### config.mk
export PLATFORM = sky130hd
export DESIGN_NAME = axi_rd_arbiter
export DESIGN_NICKNAME = d
export VERILOG_FILES = /design/src/rtl/axi_rd_arbiter_pkg.sv /design/src/rtl/axi_rd_arbiter_streak_guard.sv /design/src/rtl/axi_rd_arbiter.sv
export SDC_FILE = /design/constraint.sdc
export NUM_CORES = 1
export LEC_CHECK = 0
export CAP_MARGIN = 20
export CORE_MARGIN = 3
export CORE_UTILIZATION = 29
export DETAILED_ROUTE_END_ITERATION = 10
export HOLD_SLACK_MARGIN = 0.15
export PLACE_DENSITY = 0.79
export SYNTH_ARGS = -nofsm -noshare
export SYNTH_HDL_FRONTEND = slang
export SYNTH_SLANG_ARGS = --single-unit
### constraint.sdc
create_clock -name clk -period 1.48 [get_ports clk]
set_input_delay 0.222 -clock clk [delete_from_list [all_inputs] [get_ports clk]]
set_output_delay 0.222 -clock clk [all_outputs]
set_load 0.02 [all_outputs]
### src/rtl/axi_rd_arbiter_pkg.sv
// Shared types and constants for the AXI read-channel arbiter.
package axi_rd_arbiter_pkg;

  typedef enum logic [1:0] {
    ST_IDLE = 2'd0,
    ST_AR   = 2'd1,
    ST_R    = 2'd2
  } arb_state_e;

  localparam logic [1:0] BURST_INCR = 2'b01;
  localparam logic [1:0] AR_LOCK    = 2'b00;
  localparam logic [3:0] AR_CACHE   = 4'b0000;
  localparam logic [2:0] AR_PROT    = 3'b000;

  localparam logic [3:0] I_ID_DEFAULT = 4'd0;
  localparam logic [3:0] D_ID_DEFAULT = 4'd1;

  localparam int unsigned MAX_D_STREAK_DEFAULT = 4;
  localparam int unsigned STREAK_W             = 4;

endpackage

### src/rtl/axi_rd_arbiter_streak_guard.sv
// Winner selection between I and D requesters: D has priority, but after
// MAX_D_STREAK consecutive D grants with I waiting, I is let through once.
module rr_streak_guard
  import axi_rd_arbiter_pkg::*;
#(
  parameter int unsigned MAX_D_STREAK = MAX_D_STREAK_DEFAULT
) (
  input  logic clk,
  input  logic reset,
  input  logic i_req,
  input  logic d_req,
  input  logic grant_fire,
  output logic grant_d,
  output logic grant_i
);

  localparam logic [STREAK_W-1:0] STREAK_LIMIT = STREAK_W'(MAX_D_STREAK);

  logic [STREAK_W-1:0] streak_q, streak_d;

  // Winner decode from current requests and streak count
  always_comb begin
    grant_d = d_req && (!i_req || (streak_q < STREAK_LIMIT));
    grant_i = i_req && !grant_d;
  end

  // Streak only grows while I is actually being held off
  always_comb begin
    streak_d = streak_q;
    if (grant_fire) begin
      if (grant_d && i_req) begin
        streak_d = (streak_q == '1) ? streak_q : streak_q + STREAK_W'(1);
      end else begin
        streak_d = '0;
      end
    end
  end

  // Streak register
  always_ff @(posedge clk) begin
    if (reset) streak_q <= '0;
    else       streak_q <= streak_d;
  end

endmodule

### src/rtl/axi_rd_arbiter.sv
// Shares one AXI AR/R channel between instruction and data read requesters,
// one transaction outstanding, return beats routed to the owner.
module axi_rd_arbiter
  import axi_rd_arbiter_pkg::*;
#(
  parameter logic [3:0]  I_ID         = I_ID_DEFAULT,
  parameter logic [3:0]  D_ID         = D_ID_DEFAULT,
  parameter int unsigned MAX_D_STREAK = MAX_D_STREAK_DEFAULT
) (
  input  logic        clk,
  input  logic        reset,
  input  logic        i_rd_req,
  input  logic [31:0] i_rd_addr,
  input  logic [7:0]  i_rd_len,
  input  logic [2:0]  i_rd_size,
  output logic        i_rd_addr_ok,
  output logic        i_ret_valid,
  output logic        i_ret_last,
  output logic [31:0] i_ret_data,
  input  logic        d_rd_req,
  input  logic [31:0] d_rd_addr,
  input  logic [7:0]  d_rd_len,
  input  logic [2:0]  d_rd_size,
  output logic        d_rd_addr_ok,
  output logic        d_ret_valid,
  output logic        d_ret_last,
  output logic [31:0] d_ret_data,
  output logic [3:0]  arid,
  output logic [31:0] araddr,
  output logic [7:0]  arlen,
  output logic [2:0]  arsize,
  output logic [1:0]  arburst,
  output logic [1:0]  arlock,
  output logic [3:0]  arcache,
  output logic [2:0]  arprot,
  output logic        arvalid,
  input  logic        arready,
  input  logic [3:0]  rid,
  input  logic [31:0] rdata,
  input  logic [1:0]  rresp,
  input  logic        rlast,
  input  logic        rvalid,
  output logic        rready,
  output logic        rd_err
);

  arb_state_e  state_q, state_d;
  logic        owner_q, owner_d;          // 1 = data side owns the channel
  logic [31:0] addr_q, addr_d;
  logic [7:0]  len_q, len_d;
  logic [2:0]  size_q, size_d;
  logic        rd_err_q, rd_err_d;

  logic        grant_d, grant_i, grant_fire;
  logic [3:0]  owner_id;
  logic        unused_rresp;

  assign unused_rresp = ^rresp;
  assign grant_fire   = (state_q == ST_IDLE) && (grant_d || grant_i);
  assign owner_id     = owner_q ? D_ID : I_ID;

  rr_streak_guard #(
    .MAX_D_STREAK (MAX_D_STREAK)
  ) u_streak_guard (
    .clk        (clk),
    .reset      (reset),
    .i_req      (i_rd_req),
    .d_req      (d_rd_req),
    .grant_fire (grant_fire),
    .grant_d    (grant_d),
    .grant_i    (grant_i)
  );

  assign arid    = arvalid ? owner_id : 4'd0;
  assign araddr  = addr_q;
  assign arlen   = len_q;
  assign arsize  = size_q;
  assign arburst = BURST_INCR;
  assign arlock  = AR_LOCK;
  assign arcache = AR_CACHE;
  assign arprot  = AR_PROT;
  assign rd_err  = rd_err_q;

  // Next-state, request latching and beat routing
  always_comb begin
    state_d      = state_q;
    owner_d      = owner_q;
    addr_d       = addr_q;
    len_d        = len_q;
    size_d       = size_q;
    rd_err_d     = rd_err_q;
    i_rd_addr_ok = 1'b0;
    d_rd_addr_ok = 1'b0;
    arvalid      = 1'b0;
    rready       = 1'b0;
    i_ret_valid  = 1'b0;
    i_ret_last   = 1'b0;
    i_ret_data   = '0;
    d_ret_valid  = 1'b0;
    d_ret_last   = 1'b0;
    d_ret_data   = '0;
    case (state_q)
      ST_IDLE: begin
        if (grant_fire) begin
          owner_d      = grant_d;
          addr_d       = grant_d ? d_rd_addr : i_rd_addr;
          len_d        = grant_d ? d_rd_len  : i_rd_len;
          size_d       = grant_d ? d_rd_size : i_rd_size;
          i_rd_addr_ok = grant_i;
          d_rd_addr_ok = grant_d;
          state_d      = ST_AR;
        end
      end
      ST_AR: begin
        arvalid = 1'b1;
        if (arready) state_d = ST_R;
      end
      ST_R: begin
        rready = 1'b1;
        if (rvalid) begin
          if (rid == owner_id) begin
            i_ret_valid = !owner_q;
            i_ret_last  = !owner_q && rlast;
            i_ret_data  = owner_q ? 32'h0 : rdata;
            d_ret_valid = owner_q;
            d_ret_last  = owner_q && rlast;
            d_ret_data  = owner_q ? rdata : 32'h0;
            if (rlast) state_d = ST_IDLE;
          end else begin
            // Foreign beat: swallow it, flag it, stay in R even on rlast
            rd_err_d = 1'b1;
          end
        end
      end
      default: state_d = ST_IDLE;
    endcase
  end

  // State and latched-request registers
  always_ff @(posedge clk) begin
    if (reset) begin
      state_q  <= ST_IDLE;
      owner_q  <= 1'b0;
      addr_q   <= '0;
      len_q    <= '0;
      size_q   <= '0;
      rd_err_q <= 1'b0;
    end else begin
      state_q  <= state_d;
      owner_q  <= owner_d;
      addr_q   <= addr_d;
      len_q    <= len_d;
      size_q   <= size_d;
      rd_err_q <= rd_err_d;
    end
  end

endmodule

==> results of run 1 <==
==> state kept, by name (all words and copies together), names as in the netlist <==
name                     cells
arlen                        8
state_q                      2
araddr                      32
owner_q                      1
arsize                       3
rd_err                       1
u_streak_guard.streak_q      4
==> synthesized netlist by cell type (2+ instances only) <==
master / count
and2_1: 63
dfxtp_1: 51
a21oi_1: 49
o21ai_0: 46
nand3_1: 44
a311oi_1: 43
buf_2: 18
clkbuf_1: 18
buf_4: 15
nand2_1: 5
and2_2: 4
buf_1: 3
buf_6: 3
inv_1: 3
conb_1: 2
nor2_1: 2
nor2b_1: 2
nor3_1: 2
or2_1: 2
==> per-stage QoR <==
stage / TNS, ps / std cells
final: -30370 / 806
after global routing: -33450 / 806
after CTS: -29590 / 793
after detailed placement: -78080 / 760
after global placement: -74060 / 760
after floorplan: -824 / 405
==> power by group through the flow <==
stage	registers (mW)	clock network, mW	logic, mW
after floorplan	1.82	0	0.533
after global placement	1.64	0	1.57
after detailed placement	1.65	0	1.59
after CTS	1.62	0.821	1.51
after global routing	1.63	0.869	1.67
final	1.62	0.786	1.56
==> area by class of cell <==
cell class              instances  area [µm²]  area share, %
inverters                       3        11.3          0.172
clock inverters                 2        12.5          0.191
clock buffers                   6        72.6           1.11
flip-flops and latches         51        1020           15.7
repair buffers                304        3230           49.4
multi-input cells             294        1990           30.4
well taps                     136         170           2.60
diodes                         10        25.0          0.383
==> what timing repair did <==
item / 4_1_cts / 5_1_grt
hold endpoints to repair: 0 / 0
pin swaps: 12 / 14
resized for setup: 521 / 44
hold buffers: 0 / 0
setup endpoints to repair: 111 / 114
buffers inserted: 21 / 6
cloned: 4 / 1
==> layout by cell type (no fill, tap or decap), types with 2 or more instances in the layout <==
master           Yosys  layout
nand3_1             44      43
diode_2              0      10
dfxtp_2              0       3
nor2_4               0       2
dlymetal6s2s_1       0       7
buf_4               15      27
a311oi_1            43      43
dlygate4sd2_1        0      40
buf_12               0      16
and2_4               0      61
buf_8                0       3
dfxtp_1             51      48
or2_4                0       2
clkdlybuf4s50_1      0     120
o21ai_0             46      46
nor3_1               2       2
buf_2               18       5
and2_2               4       6
clkbuf_8             0       5
nand2_1              5       5
buf_6                3      84
a21oi_1             49      49
inv_1                3       2
conb_1               2      14
==> layer usage <==
layer / global-route usage, % / vias up / wire, µm
met5: 0 / - / 0
met1: 23.9 / 2003 / 5450
met4: 15.3 / 0 / 984
met2: 45.9 / 270 / 8480
li1: - / 1951 / -
met3: 7.05 / 53 / 1510
==> worst min path at each step <==
| stage | cells past startpoint | to | from | slack (ps) |
|---|---|---|---|---|
| after global routing | 3 | u_streak_guard.streak_q[0] | reset | 390 |
| after global placement | 2 | rd_err | rd_err | 440 |
| final | 3 | arlen[0] | reset | 390 |
| after floorplan | 2 | state_q[1] | arready | 360 |
| after CTS | 4 | owner_q | d_rd_req | 320 |
| after detailed placement | 2 | rd_err | rd_err | 450 |
==> tightest hold or removal path: cells and delay by family <==
family,cells,cell delay (ps)
AO/OA/AOI/OAI,1,70
buffers and inverters,2,350
==> cells by family after synthesis <==
family / after synthesis
adder cells (fa/ha/maj): 1
flip-flops: 51
AND/OR/NAND/NOR: 135
AO/OA/AOI/OAI: 143
buffers and inverters: 60
other: 2
XOR/XNOR: 1
==> reports/qor.yml, run 1 <==
status: "finished with violations"
violations: "negative setup slack"
rr_endpoint: "araddr[10]"
p_seq_share_pct: 40.8
reg2reg_slack_ps: 90
rows: 37
yosys.area_share.simple_pct: 26.7
intPower_mw: 2.63
clk_pin_slew_ps: 100
chipWidth_um: 109
hpwl_um: 11000
synth.distinct_cells: 37
vdd_drop_max_mv: 0.329
ioPinCount: 262
finalHoldViolCount: 0
fmax_ghz: 0.500
ff2ff_path_depth: 6
synthArstFlopShare_pct: 0
area_delta_synth_final_pct: 111
worstReg2RegStart: "state_q[1]"
cts_tree: "yes"
cp-endpoint: "i_ret_data[14]"
maxCapViolations: 0
synth_area_leader_cell: "dfxtp_1"
portBuffers: 245
grt_max_degree: 52
cpMaxStageDelayCell: "dfxtp_2"
p_clk_share_pct: 19.8
worstPathCellList: "nand3b_4 > buf_4 > nor4_4 > buf_6 > buf_12 > buf_6 > and2_2 > buf_6"
synth_edf_count: 0
crit_cells: 8
critPathKind: "register to primary output"
ant_nets: 0
seq_area_frac_synth_pct: 33.0
h-tree-depth: 2
fin_crit_sh_pct: 135
power.leakage_nw: 2.90
min_period_ps: 2000
cts.sinks: 51
cp.required_ps: 1260
clk_latency_ps: 300
grt_antenna_before_repair: 10
synthCells: 393
clk_path_buf_depth: 2
synth.mux.area_fraction_pct: 0
vias_per_cell: 5.31
syn_area_um2: 3090
endpoint_kind: "primary output"
crit_top_cell: "buf_6"
core-area_um2: 10300
via_count: 4277
cts_made_buffers: 5
drtIter0Drc: 287
p_total_mw: 3.96
synth_xor_xnor_area_share_pct: 0.283
critical_path.max_stage_delay_ps: 330
whs_ps: 388
gr-usage-all-layers_pct: 24.7
critPathBufInv: 5
final_area_um2: 6530
die_y_um: 109
rsz0062_at_grt: "yes"
worst_clock_skew_ps: 8.64
finalSetupViolations: 68
synth_top_cell_area_share_pct: 33.0
grt-ovfl-total: 0
synth-seq-cells: 51
netSwitchingFraction_pct: 33.5
arrival_ps: 1780
pwr-share-comb_pct: 39.3
synth_flop_cell: "dfxtp_1"
grt_pass1_wl_um: 22800
avgSynthCellArea_um2: 7.87
hold_class: "input port to register"
drt-total-wl_um: 16400
post-place-ws_ps: -995
synth_compound_area_share_pct: 28.8
slew_viol_final: 0
synth_area_leaders: "dfxtp_1, and2_1, a311oi_1, a21oi_1, o21ai_0"
nFillCells: 817
ys_warn_count: 0
firstDrtPassIters: 5
start_util_pct: 29.9
drive_gt1_share_pct: 34.5
power.density_nw_per_um2: 606
synth_top_family_by_area: "compound AO/OA/AOI/OAI gates"
nets: 791
synth_fa_ha_area_share_pct: 0.405
place.gp.congestion: 0.896
cts-root-buf: "clkbuf_8"
cpLargestDelayFamily: "buffers and inverters"
cp-startpoint: "state_q[0]"
drc: 0
wire_per_inst_um: 20.4
fin_ws_ps: -520
utilization_pct: 63.3
dpl-instance-area_um2: 5880
die-area_um2: 11900
grt_pass1_vias: 4098
start_kind: "register"
crit_path_max_fanout: 8
p_sw_mw: 1.33
(Power assumes the default switching activity.)
==> run 2: changes to the inputs <==
--- a/config.mk
+++ b/config.mk
@@ -6,6 +6,7 @@
 export NUM_CORES = 1
 export LEC_CHECK = 0
 export CAP_MARGIN = 20
+export CORE_ASPECT_RATIO = 1.4
 export CORE_MARGIN = 3
 export CORE_UTILIZATION = 29
 export DETAILED_ROUTE_END_ITERATION = 10
==> run 2 against run 1 <==
The flow still finishes with violations (negative setup slack). Count of clock-buffer cells in the layout increased by 1. Wire length up 1.8%. Final area grew 2.4%. Non-clock buffer count rose by 1. Final cell count unchanged. Die area is 0.15% higher. Sequential share of layout area decreased by 0.33 points. Critical path depth shrank 1. Worst setup slack gained 25 ps. Clock skew down 4.8 ps. Fmax rose by 1.3%. Flip-flop and latch count unchanged. Critical path type unchanged. Highest routed layer is now met5.
==> reports/qor.yml, run 2 (synthesis results as in run 1) <==
reg2reg_slack_ps: 20  # -70 ps
grt_max_degree: 52  # unchanged
ctsHoldBuffers: 0  # unchanged
maxCapViolations: 0  # unchanged
place.gp.congestion: 0.808  # -9.7%
rows: 44  # +19%
p_total_mw: 4.54  # +14%
fin_ws_ps: -495  # +24.9 ps
core-area_um2: 10400  # +0.79%
grt-ovfl-total: 0  # unchanged
grt_pass1_vias: 4329  # +5.6%
drt-total-wl_um: 16700  # +1.8%
start_util_pct: 29.7  # -0.23 points
ff2ff_path_depth: 5  # -1
finalHoldViolCount: 0  # unchanged
critPathKind: "register to primary output"
area_delta_synth_final_pct: 116
arrival_ps: 1750  # -30 ps
endpoint_kind: "primary output"
firstDrtPassIters: 6  # +1
utilization_pct: 64.3  # +1.0 points
cpLargestDelayFamily: "simple AND/OR/NAND/NOR gates"
grt_pass1_wl_um: 23600  # +3.7%
vias_per_cell: 5.45  # +2.6%
nFillCells: 806  # -1.3%
chipWidth_um: 93.3  # -15%
cts-root-buf: "clkbuf_16"
worst_clock_skew_ps: 3.81  # -4.83 ps
fin_crit_sh_pct: 133  # -1.7 points
drc: 0  # unchanged
worstReg2RegStart: "u_streak_guard.streak_q[3]"
portBuffers: 245  # unchanged
cpMaxStageDelayCell: "dfxtp_2"
die-area_um2: 12000  # +0.15%
worstHoldStart: "d_rd_req"
largest_reg_flops: 32  # unchanged
grt_antenna_before_repair: 12  # +2
final_common_cell: "clkdlybuf4s50_1"
clk_path_buf_depth: 2  # unchanged
crit_path_max_fanout: 5  # -3
critPathBufInv: 4  # -1
crit_top_cell: "buf_6"
start_kind: "register"
min_period_ps: 1980  # -24.9 ps
via_count: 4390  # +2.6%
die_y_um: 128  # +17%
cts_tree: "yes"
status: "finished with violations"
violations: "negative setup slack"
hold_class: "input port to register"
h-tree-depth: 2  # unchanged
vdd_drop_max_mv: 0.500  # +52%
critical_path.max_stage_delay_ps: 320  # about the same
worstPathCellList: "nand3b_4 > nor4_4 > buf_4 > buf_6 > buf_6 > and2_4 > buf_6"
finalSetupViolations: 69  # +1.5%
clk_latency_ps: 290  # about the same
cp.required_ps: 1260  # about the same
wire_per_inst_um: 20.7  # +1.8%
holdPathStages: 3  # unchanged
rsz0062_at_grt: "yes"
hpwl_um: 10400  # -5.0%
drive_gt1_share_pct: 35.5  # +0.94 points
cts.sinks: 51  # unchanged
ioPinCount: 262  # unchanged
gr-usage-all-layers_pct: 25.3  # +0.55 points
slew_viol_final: 0  # unchanged
cts_made_buffers: 5  # unchanged
fmax_ghz: 0.506  # +1.3%
rr_endpoint: "araddr[11]"
nets: 796  # +0.63%
power.leakage_nw: 3.17  # +9.2%
power.density_nw_per_um2: 678  # +12%
final_cell_mix: "clkdlybuf4s50_1, buf_6, and2_4, a21oi_1"
clk_pin_slew_ps: 70  # -30 ps
drtIter0Drc: 392  # +37%
worstHoldEndpoint: "owner_q"
ant_nets: 0  # unchanged
-- run 2: cell types whose count changed in the layout (fill, tap and decap cells not counted), sizes merged --
cell           before  now
diode              10    3
clkdlybuf4s50     120  123
dlygate4sd2        40   15
clkinv              1    0
buf               136  135
nor2                3    7
clkbuf              7   10
dlymetal6s2s        7   28
clkdlybuf4s15       0    1
-- run 2: area by class of cell --
type,count,area [µm²],share of cell area (%)
timing repair buffer,305,3270,48.9
antenna,3,7.51,0.112
sequential,51,1030,15.4
tap,138,173,2.58
clock inverter,1,7.51,0.112
inverter,3,11.3,0.168
multi-input combinational,298,2040,30.5
clock buffer,7,153,2.28
-- run 2: worst max path at each step --
stage | from | to | slack [ps] | cells past startpoint
6_report | state_q[0] | i_ret_data[20] | -500 | 7
5_1_grt | state_q[0] | i_ret_data[16] | -560 | 7
3_5_place_dp | rid[3] | i_ret_data[11] | -1030 | 6
3_3_place_gp | rid[3] | i_ret_data[9] | -950 | 6
4_1_cts | state_q[0] | i_ret_data[3] | -470 | 7
2_1_floorplan | rid[3] | i_ret_data[10] | -100 | 4
-- run 2: worst min-delay path: cells and delay by family --
| kind | cells | cell delay, ps |
|---|---|---|
| AO/OA/AOI/OAI | 1 | 60 |
| buffers and inverters | 1 | 170 |
| AND/OR/NAND/NOR | 1 | 100 |
-- run 2: where the power goes --
group          total (mW)  switching [mW]  internal (mW)  leakage (nW)
logic                1.66           0.844          0.819          2.67
clock network        1.25           0.534          0.721        0.0762
registers            1.62          0.0851           1.53         0.425
-- run 2: metal layers --
metal / GRT usage (%) / wire length [µm] / up-vias
li1: - / - / 1960
met1: 26.1 / 5550 / 2040
met2: 44.9 / 8340 / 302
met3: 11.3 / 2090 / 70
met4: 8.54 / 611 / 18
met5: 0 / 132 / -
-- run 2: repair_timing --
item                                    CTS  global route
cloned                                    9             3
buffers inserted                         23             6
endpoints found under the setup margin  132           121
pin swaps                                18            17
resized for setup                       489            93
-- run 2: stage by stage --
step                      TNS, ps  setup WS [ps]  cells  hold slack (ps)  cell area (µm²)
after global placement     -91490           -951    756              435             5790
after floorplan              -824          -96.5    405              358             3220
after global routing       -31050           -562    805              317             6690
after CTS                  -26250           -474    796              267             6410
after detailed placement   -97330          -1030    756              445             5790
final                      -26790           -495    806              296             6690
